<file path="config.mk">
export PLATFORM = sky130hd
export DESIGN_NAME = reaction_round_ctrl
export DESIGN_NICKNAME = d
export VERILOG_FILES = /design/src/rtl/reaction_round_ctrl.sv
export SDC_FILE = /design/constraint.sdc
export NUM_CORES = 1
export LEC_CHECK = 0
export ABC_AREA = 1
export ABC_CLOCK_PERIOD_IN_PS = 2350
export CORE_MARGIN = 1.5
export CORE_UTILIZATION = 47
export CTS_CLUSTER_SIZE = 24
export DETAILED_ROUTE_END_ITERATION = 10
export PLACE_DENSITY = 0.8
export SYNTH_ARGS = -nofsm -noshare
export SYNTH_HDL_FRONTEND = slang
export SYNTH_SLANG_ARGS = --single-unit
</file>
<file path="constraint.sdc">
create_clock -name clk -period 2.35 [get_ports clk]
set_input_delay 0.235 -clock clk [delete_from_list [all_inputs] [get_ports clk]]
set_output_delay 0.235 -clock clk [all_outputs]
set_load 0.05 [all_outputs]
</file>
<file path="src/rtl/reaction_round_ctrl.sv">
// reaction_round_ctrl: round sequencer and two-player arbiter for the reaction game
//
// Arms on start, counts COUNTDOWN_TICKS tick pulses, lights GO, and awards
// the point to the first press. Rounds repeat until a player reaches
// WIN_SCORE. All outputs are registered.
//
// Ports:
//   clk            system clock
//   reset          synchronous, active-high
//   i_start        1-cycle pulse, arms a game from IDLE or OVER
//   i_tick         1-cycle pulse from the slow-time divider
//   i_p1_btn       1-cycle press pulse, player 1
//   i_p2_btn       1-cycle press pulse, player 2
//   o_active       game in progress (COUNTDOWN or GO)
//   o_go_led       high while in GO
//   o_p1_score     player 1 points
//   o_p2_score     player 2 points
//   o_winner       00 none, 01 P1, 10 P2; valid in OVER
//   o_round_done   1-cycle pulse when a round ends (point or timeout)
//
// Optional feature macro: FALSE_START_PENALTY_EN
//   defined   - a press during COUNTDOWN gives the opponent a point
//               (no point if both press together), ends the round and
//               reloads the countdown
//   undefined - presses during COUNTDOWN are ignored
module reaction_round_ctrl #(
    parameter int WIN_SCORE       = 7,
    parameter int SCORE_W         = 3,
    parameter int COUNTDOWN_TICKS = 3,
    parameter int TIMEOUT_TICKS   = 15,
    parameter int CNT_W           = 4
) (
    input  logic               clk,
    input  logic               reset,
    input  logic               i_start,
    input  logic               i_tick,
    input  logic               i_p1_btn,
    input  logic               i_p2_btn,
    output logic               o_active,
    output logic               o_go_led,
    output logic [SCORE_W-1:0] o_p1_score,
    output logic [SCORE_W-1:0] o_p2_score,
    output logic [1:0]         o_winner,
    output logic               o_round_done
);
    localparam logic [1:0] S_IDLE = 2'd0;
    localparam logic [1:0] S_CD   = 2'd1;
    localparam logic [1:0] S_GO   = 2'd2;
    localparam logic [1:0] S_OVER = 2'd3;
    localparam logic [CNT_W-1:0]   CD_LOAD = CNT_W'(COUNTDOWN_TICKS);
    localparam logic [CNT_W-1:0]   TO_LOAD = CNT_W'(TIMEOUT_TICKS);
    localparam logic [SCORE_W-1:0] WIN     = SCORE_W'(WIN_SCORE);
`ifdef FALSE_START_PENALTY_EN
    localparam logic FS_EN = 1'b1;
`else
    localparam logic FS_EN = 1'b0;
`endif
    logic [1:0]         r_state, w_state_n;
    logic [CNT_W-1:0]   r_cnt, w_cnt_n;
    logic [SCORE_W-1:0] r_p1, r_p2, w_p1_n, w_p2_n;
    logic [1:0]         r_winner, w_winner_n;
    logic               r_done, w_done_n;
    // 0: P1 holds tie priority, 1: P2 holds it
    logic               r_prio, w_prio_n;
    logic               r_active, r_go;
    logic               w_go, w_fs, w_p1_pt, w_p2_pt, w_press;

    assign w_go    = (r_state == S_GO);
    assign w_fs    = FS_EN && (r_state == S_CD);
    // In GO the press earns the point; a false start gives it to the opponent
    assign w_p1_pt = w_go ? (i_p1_btn & (~i_p2_btn | ~r_prio)) : (w_fs & i_p2_btn & ~i_p1_btn);
    assign w_p2_pt = w_go ? (i_p2_btn & (~i_p1_btn | r_prio))  : (w_fs & i_p1_btn & ~i_p2_btn);
    assign w_press = (w_go | w_fs) & (i_p1_btn | i_p2_btn);

    always_comb begin
        w_state_n  = r_state;
        w_cnt_n    = r_cnt;
        w_p1_n     = r_p1;
        w_p2_n     = r_p2;
        w_winner_n = r_winner;
        w_done_n   = 1'b0;
        w_prio_n   = r_prio;
        case (r_state)
            S_IDLE, S_OVER: begin
                if (i_start) begin
                    w_state_n  = S_CD;
                    w_cnt_n    = CD_LOAD;
                    w_p1_n     = '0;
                    w_p2_n     = '0;
                    w_winner_n = 2'b00;
                end
            end
            S_CD, S_GO: begin
                if (w_press) begin
                    w_p1_n    = r_p1 + SCORE_W'(w_p1_pt);
                    w_p2_n    = r_p2 + SCORE_W'(w_p2_pt);
                    w_done_n  = 1'b1;
                    w_state_n = S_CD;
                    w_cnt_n   = CD_LOAD;
                    if (w_go && i_p1_btn && i_p2_btn)
                        w_prio_n = ~r_prio;
                    if (w_p1_n == WIN) begin
                        w_state_n  = S_OVER;
                        w_winner_n = 2'b01;
                    end else if (w_p2_n == WIN) begin
                        w_state_n  = S_OVER;
                        w_winner_n = 2'b10;
                    end
                end else if (i_tick) begin
                    if (r_cnt != CNT_W'(1)) begin
                        w_cnt_n = r_cnt - CNT_W'(1);
                    end else if (w_go) begin
                        w_state_n = S_CD;
                        w_cnt_n   = CD_LOAD;
                        w_done_n  = 1'b1;
                    end else begin
                        w_state_n = S_GO;
                        w_cnt_n   = TO_LOAD;
                    end
                end
            end
            default: w_state_n = S_IDLE;
        endcase
    end

    always_ff @(posedge clk) begin
        if (reset) begin
            r_state  <= S_IDLE;
            r_cnt    <= '0;
            r_p1     <= '0;
            r_p2     <= '0;
            r_winner <= 2'b00;
            r_done   <= 1'b0;
            r_prio   <= 1'b0;
            r_active <= 1'b0;
            r_go     <= 1'b0;
        end else begin
            r_state  <= w_state_n;
            r_cnt    <= w_cnt_n;
            r_p1     <= w_p1_n;
            r_p2     <= w_p2_n;
            r_winner <= w_winner_n;
            r_done   <= w_done_n;
            r_prio   <= w_prio_n;
            r_active <= (w_state_n == S_CD) || (w_state_n == S_GO);
            r_go     <= (w_state_n == S_GO);
        end
    end

    assign o_active     = r_active;
    assign o_go_led     = r_go;
    assign o_p1_score   = r_p1;
    assign o_p2_score   = r_p2;
    assign o_winner     = r_winner;
    assign o_round_done = r_done;
endmodule

</file>
# Word level (Yosys, flattened, before mapping)

Cells that the tools add are included.

Multiplexer cells: 30
Reduce and logical (&&, ||, !) cells: 11
Bitwise gates (word level): 10
Equality and inequality tests: 12
$add $sub $neg: 3

Operators with widths:

| operator                                              | number |
|---|---|
| 2-to-1 mux 2 bit                                      | 11 |
| 2-to-1 mux 4 bit                                      | 5 |
| case mux 3 bit (2 select lines)                       | 2 |
| 2-to-1 mux 3 bit                                      | 3 |
| case mux 2 bit (2 select lines)                       | 2 |
| case mux 4 bit (2 select lines)                       | 1 |
| adder 3 x 1 -> 3 bit                                  | 2 |
| == test 2 bit, second input constant                  | 3 |
| == test 3 bit, second input constant                  | 2 |
| 2-to-1 mux 1 bit                                      | 6 |
| inequality test 3 bit, second input constant          | 2 |
| AND reduction 3 bit                                   | 2 |
| OR reduction 2 bit                                    | 3 |
| == test 2 x 1 -> 1 bit, second input constant         | 2 |
| inequality test 2 bit, second input constant          | 2 |
| inequality test 4 x 1 -> 1 bit, second input constant | 1 |
| inverter 1 bit                                        | 4 |
| AND reduction 2 bit                                   | 2 |
| subtractor 4 x 1 -> 4 bit, second input constant      | 1 |
| bitwise AND 1 bit                                     | 3 |
| OR 1 bit                                              | 3 |
| logical AND 1 bit                                     | 2 |
| zero test 2 bit                                       | 1 |
| logical OR 1 bit                                      | 1 |

Flip-flop bits (word level): 18
Input port bits: 6
Output and inout port bits: 11

# Logic depth before layout (Yosys ltp)

Gate-level depths: netlist (run 1).

Depth after elaboration: 12
Depth in mapped cells: 15
Gate-level depth less buffers: 15

# Worst setup path after synthesis (run 1)

OpenSTA, ideal clock, no wires.

Path type: register -> register
Start: reg r_state[0]
End: reg r_active (netlist: o_active)
Required time: 2286 ps
Arrival time: 1949 ps
Clock period less this slack: 2013 ps
Setup slack: 337 ps
Stages on the path, launching flop included: 14
Cell sequence: dfxtp_1 inv_1 ha_1 nand2_1 a21oi_1 ha_1 ha_1 nand2_1 nand3b_1 nand2_1 nand2_1 nand3_1 ha_1 nor2_1

Word-level cells in the longest chain between the ends: 10
Elaborated cells on any way between the ends: 24

RTL lines:

| item                                                           | line   | text |
|---|---|---|
| start, declared                                                | 58     | `logic [1:0] r_state, w_state_n;` |
| start signal, assigned                                         | 138    | `r_state <= w_state_n;` |
| == test 2 bit                                                  | 68, 83 |  |
| 2-to-1 mux 1 bit                                               | 72     | `assign w_p2_pt = w_go ? (i_p2_btn & (~i_p1_btn \| r_prio)) : (w_fs & i_p1_btn & ~i_p2_btn);` |
| adder 3 x 1 -> 3 bit                                           | 96     | `w_p2_n = r_p2 + SCORE_W'(w_p2_pt);` |
| == test 3 bit                                                  | 105    | `end else if (w_p2_n == WIN) begin` |
| 2-to-1 mux 2 bit                                               | 105    |  |
| 2-to-1 mux 2 bit                                               | 102    | `if (w_p1_n == WIN) begin` |
| 2-to-1 mux 2 bit                                               | 94     | `if (w_press) begin` |
| case mux 2 bit (2 select lines) *                              | 83     | `case (r_state)` |
| == test 2 x 1 -> 1 bit / == test 2 bit (equally long branches) | 145    | `r_active <= (w_state_n == S_CD) \|\| (w_state_n == S_GO);` |
| logical OR 1 bit *                                             | 145    |  |
| end signal, assigned                                           | 145    |  |
| end, declared                                                  | 65     | `logic r_active, r_go;` |

Mark *: on every way between the ends. The rest lies on a longest branch, timed or not.
A chain may end at the register's enable or synchronous reset.

# Final worst setup path (run 1)

Ends and elaborated chain as after synthesis.

==> impl_metrics.json, run 1 <==
{
  "crit_arrival_ps": 2430,
  "synth-edff-count": 0,
  "final_util": 0.619,
  "dp_cells": 183,
  "setup_viol": 0,
  "grt-ovfl-total": 0,
  "status": "complete, no violations",
  "cts_buffer_depth": 2,
  "htree_levels": 1,
  "cp_cell_sequence": "inv_1, ha_1, nand2_1, a21oi_1, ha_1, ha_1, nand2_1, nand3b_1, nand2_2, nand2_1, nand3_1, ha_1, nor2_1",
  "crit_path_end_kind": "flip-flop",
  "tritoncts": "done",
  "worstMarginPinSlew_ps": 506,
  "numCtsBuffers": 3,
  "layout_min_cycle_time_ps": 2210,
  "synth_area_per_cell_um2": 7.16,
  "startpoint_type": "flip-flop",
  "die_y_um": 49.2,
  "powerDensity_nw_per_um2": 623,
  "stdcell_count": 186,
  "drive_gt1_frac": 0.0943,
  "cts_hold_buf": 0,
  "post_cts_buffers": 0,
  "syn_inst": 140,
  "max_freq_mhz": 453,
  "grt_pass1_vias": 890,
  "finalCritPeriodShare": 0.940,
  "yosys_warnings": 0,
  "worstPathRequired_ps": 2570,
  "rows": 16,
  "power_leakage_uw": 0.000555,
  "crit_type": "reg2reg",
  "drc": 0,
  "portBuffers": 16,
  "async_reset_ff_frac": 0,
  "slew_violations": 0,
  "syn_area_um2": 1000,
  "clk_latency_ps": 280,
  "cp_slowest_stage_delay_ps": 340,
  "rsz0062_at_grt": "no",
  "crit_buf_inv": 1,
  "dr.pass1.iters": 4,
  "dp_hpwl_um": 1620,
  "drtIter0Drc": 27,
  "routed_via_density": 5.09,
  "synth_cell_types": 23,
  "grt_max_degree": 17,
  "max_slew_margin": 0.662,
  "crit_family": "adder cells",
  "grtUsageTotal": 0.187,
  "fp.dieArea_um2": 2420,
  "layout.nets": 176,
  "dominantRegCellSynth": "dfxtp_1",
  "initial_utilization": 0.506,
  "ys_seq_area_frac": 0.360,
  "antenna_found_initial": 0,
  "ff2ff_setup_slack_ps": 140,
  "die_x_um": 49.2,
  "avgRoutedWirePerCell_um": 11.4,
  "clkSinkCount": 18,
  "hold_viol": 0,
  "path_common_cell": "ha_1",
  "fin_skew_ps": 4.65,
  "cts_root_buf": "clkbuf_4",
  "slowest_stage": "dfxtp_1",
  "setup_tns_ps": 0,
  "worst_hold_path_type": "reg2reg",
  "drv_cap": 0,
  "final_area_um2": 1230,
  "coreArea_um2": 1980,
  "antennaDiodeCount": 0,
  "ctsResizeCount": 0,
  "final.fill_count": 176,
  "cts.clk_slew.worst_paths_ps": 100,
  "power.total_uw": 763,
  "synth_fp_nets": 155,
  "ys_ff_latch": 18,
  "vias": 947,
  "areaGrowthSynthToFinish_pct": 22.3,
  "wl_um": 2110,
  "critPathMaxFanout": 3,
  "ios": 17,
  "place_area_um2": 1200,
  "vdd_drop_max_v": 0.000315,
  "grt_pass1_wl_um": 3570,
  "gp_congestion": 0.827,
  "ant_nets": 0
}
[routing by layer]
metal  wire (um)  vias up  global-route usage  share of wire
li1            -      499                   -              -
met1        1010      419               0.234           0.48
met2        1010       23               0.304           0.48
met3          59        6              0.0337          0.028
met4          38        0              0.0952          0.018
met5           0        -                   0              0
[kinds of logic after synthesis]
logic type,synth area share
AOI/OAI and AO/OA,0.0999
xor gates and xnor gates,0.00874
adders and majority gates,0.112
buffers and inverters,0.0737
DFF,0.360
and+or+nand+nor,0.346
[flip-flops by register name (all words and copies together), names as in the netlist]
signal	flops
r_state	2
o_round_done	1
o_p1_score	3
r_prio	1
o_p2_score	3
r_cnt	4
o_winner	2
o_active	1
o_go_led	1
[final timing paths]
kind,from,end,depth (start not counted)
setup / recovery,r_state[0],o_active,13
hold reg to reg,r_cnt[3],r_cnt[3],2
setup reg to reg,r_state[0],o_active,13
hold / removal,r_cnt[3],r_cnt[3],2
[through the flow]
stage	hold slack (ps)	setup WS, ps
after floorplan	440	337
after global placement	458	26.3
after detailed placement	478	-0.731
after CTS	491	139
after global routing	519	17.3
final	494	140
[report_power, final]
part | switching, uW | internal, uW
sequential | 18.7 | 331
combinational | 172 | 93.9
clock | 88.2 | 59.5
[Yosys cell counts (2+ instances only)]
master | number | share of area
o21ai_0 | 5 | 0.025
nand2_1 | 40 | 0.15
ha_1 | 9 | 0.11
a21oi_1 | 9 | 0.045
dfxtp_1 | 18 | 0.36
o21ai_2 | 2 | 0.017
nand4_1 | 2 | 0.012
nand3_1 | 18 | 0.090
inv_2 | 2 | 0.0075
nor2_1 | 6 | 0.022
buf_2 | 2 | 0.010
inv_1 | 15 | 0.056
nand3b_1 | 2 | 0.015
[area by class of cell]
class,count,area [um^2],area share
sequential,18,360,0.294
tap,27,33.8,0.0276
clock buffer,3,22.5,0.0184
multi-input combinational,103,571,0.465
timing repair buffer,18,175,0.143
inverter,17,63.8,0.0520
[worst reg2reg max path, cell delays in order (launching register included)]
cell	delay [ps]
dfxtp_1	340
inv_1	70
ha_1	210
nand2_1	90
a21oi_1	50
ha_1	180
ha_1	290
nand2_1	60
nand3b_1	210
nand2_2	110
nand2_1	70
nand3_1	110
ha_1	230
nor2_1	120
[cells in the final DEF, fill, tap and decap left out, types with 2 or more instances in the layout]
master,netlist,routed
nand2_1,40,39
nand2_2,1,2
nand3_1,18,18
nand3b_1,2,2
clkdlybuf4s50_1,0,16
nand4_1,2,2
dfxtp_1,18,18
nor2_1,6,6
clkbuf_4,0,3
buf_4,0,2
inv_2,2,2
inv_1,15,15
o21ai_0,5,5
ha_1,9,9
a21oi_1,9,9
o21ai_2,2,2
Power figures use the tool's default switching activity.
==> inputs of run 2 (changes only) <==
--- a/config.mk
+++ b/config.mk
@@ -12,6 +12,7 @@
 export CTS_CLUSTER_SIZE = 24
 export DETAILED_ROUTE_END_ITERATION = 10
 export PLACE_DENSITY = 0.8
+export SKIP_CTS_REPAIR_TIMING = 1
 export SYNTH_ARGS = -nofsm -noshare
 export SYNTH_HDL_FRONTEND = slang
 export SYNTH_SLANG_ARGS = --single-unit
==> results of run 2 <==
Final layout, timing and power as in run 1 (identical DEF).
==> inputs of run 3 (changes only) <==
--- a/config.mk
+++ b/config.mk
@@ -6,7 +6,6 @@
 export NUM_CORES = 1
 export LEC_CHECK = 0
 export ABC_AREA = 1
-export ABC_CLOCK_PERIOD_IN_PS = 2350
 export CORE_MARGIN = 1.5
 export CORE_UTILIZATION = 47
 export CTS_CLUSTER_SIZE = 24
==> results of run 3 <==
Final layout, timing and power as in run 1 (identical DEF).
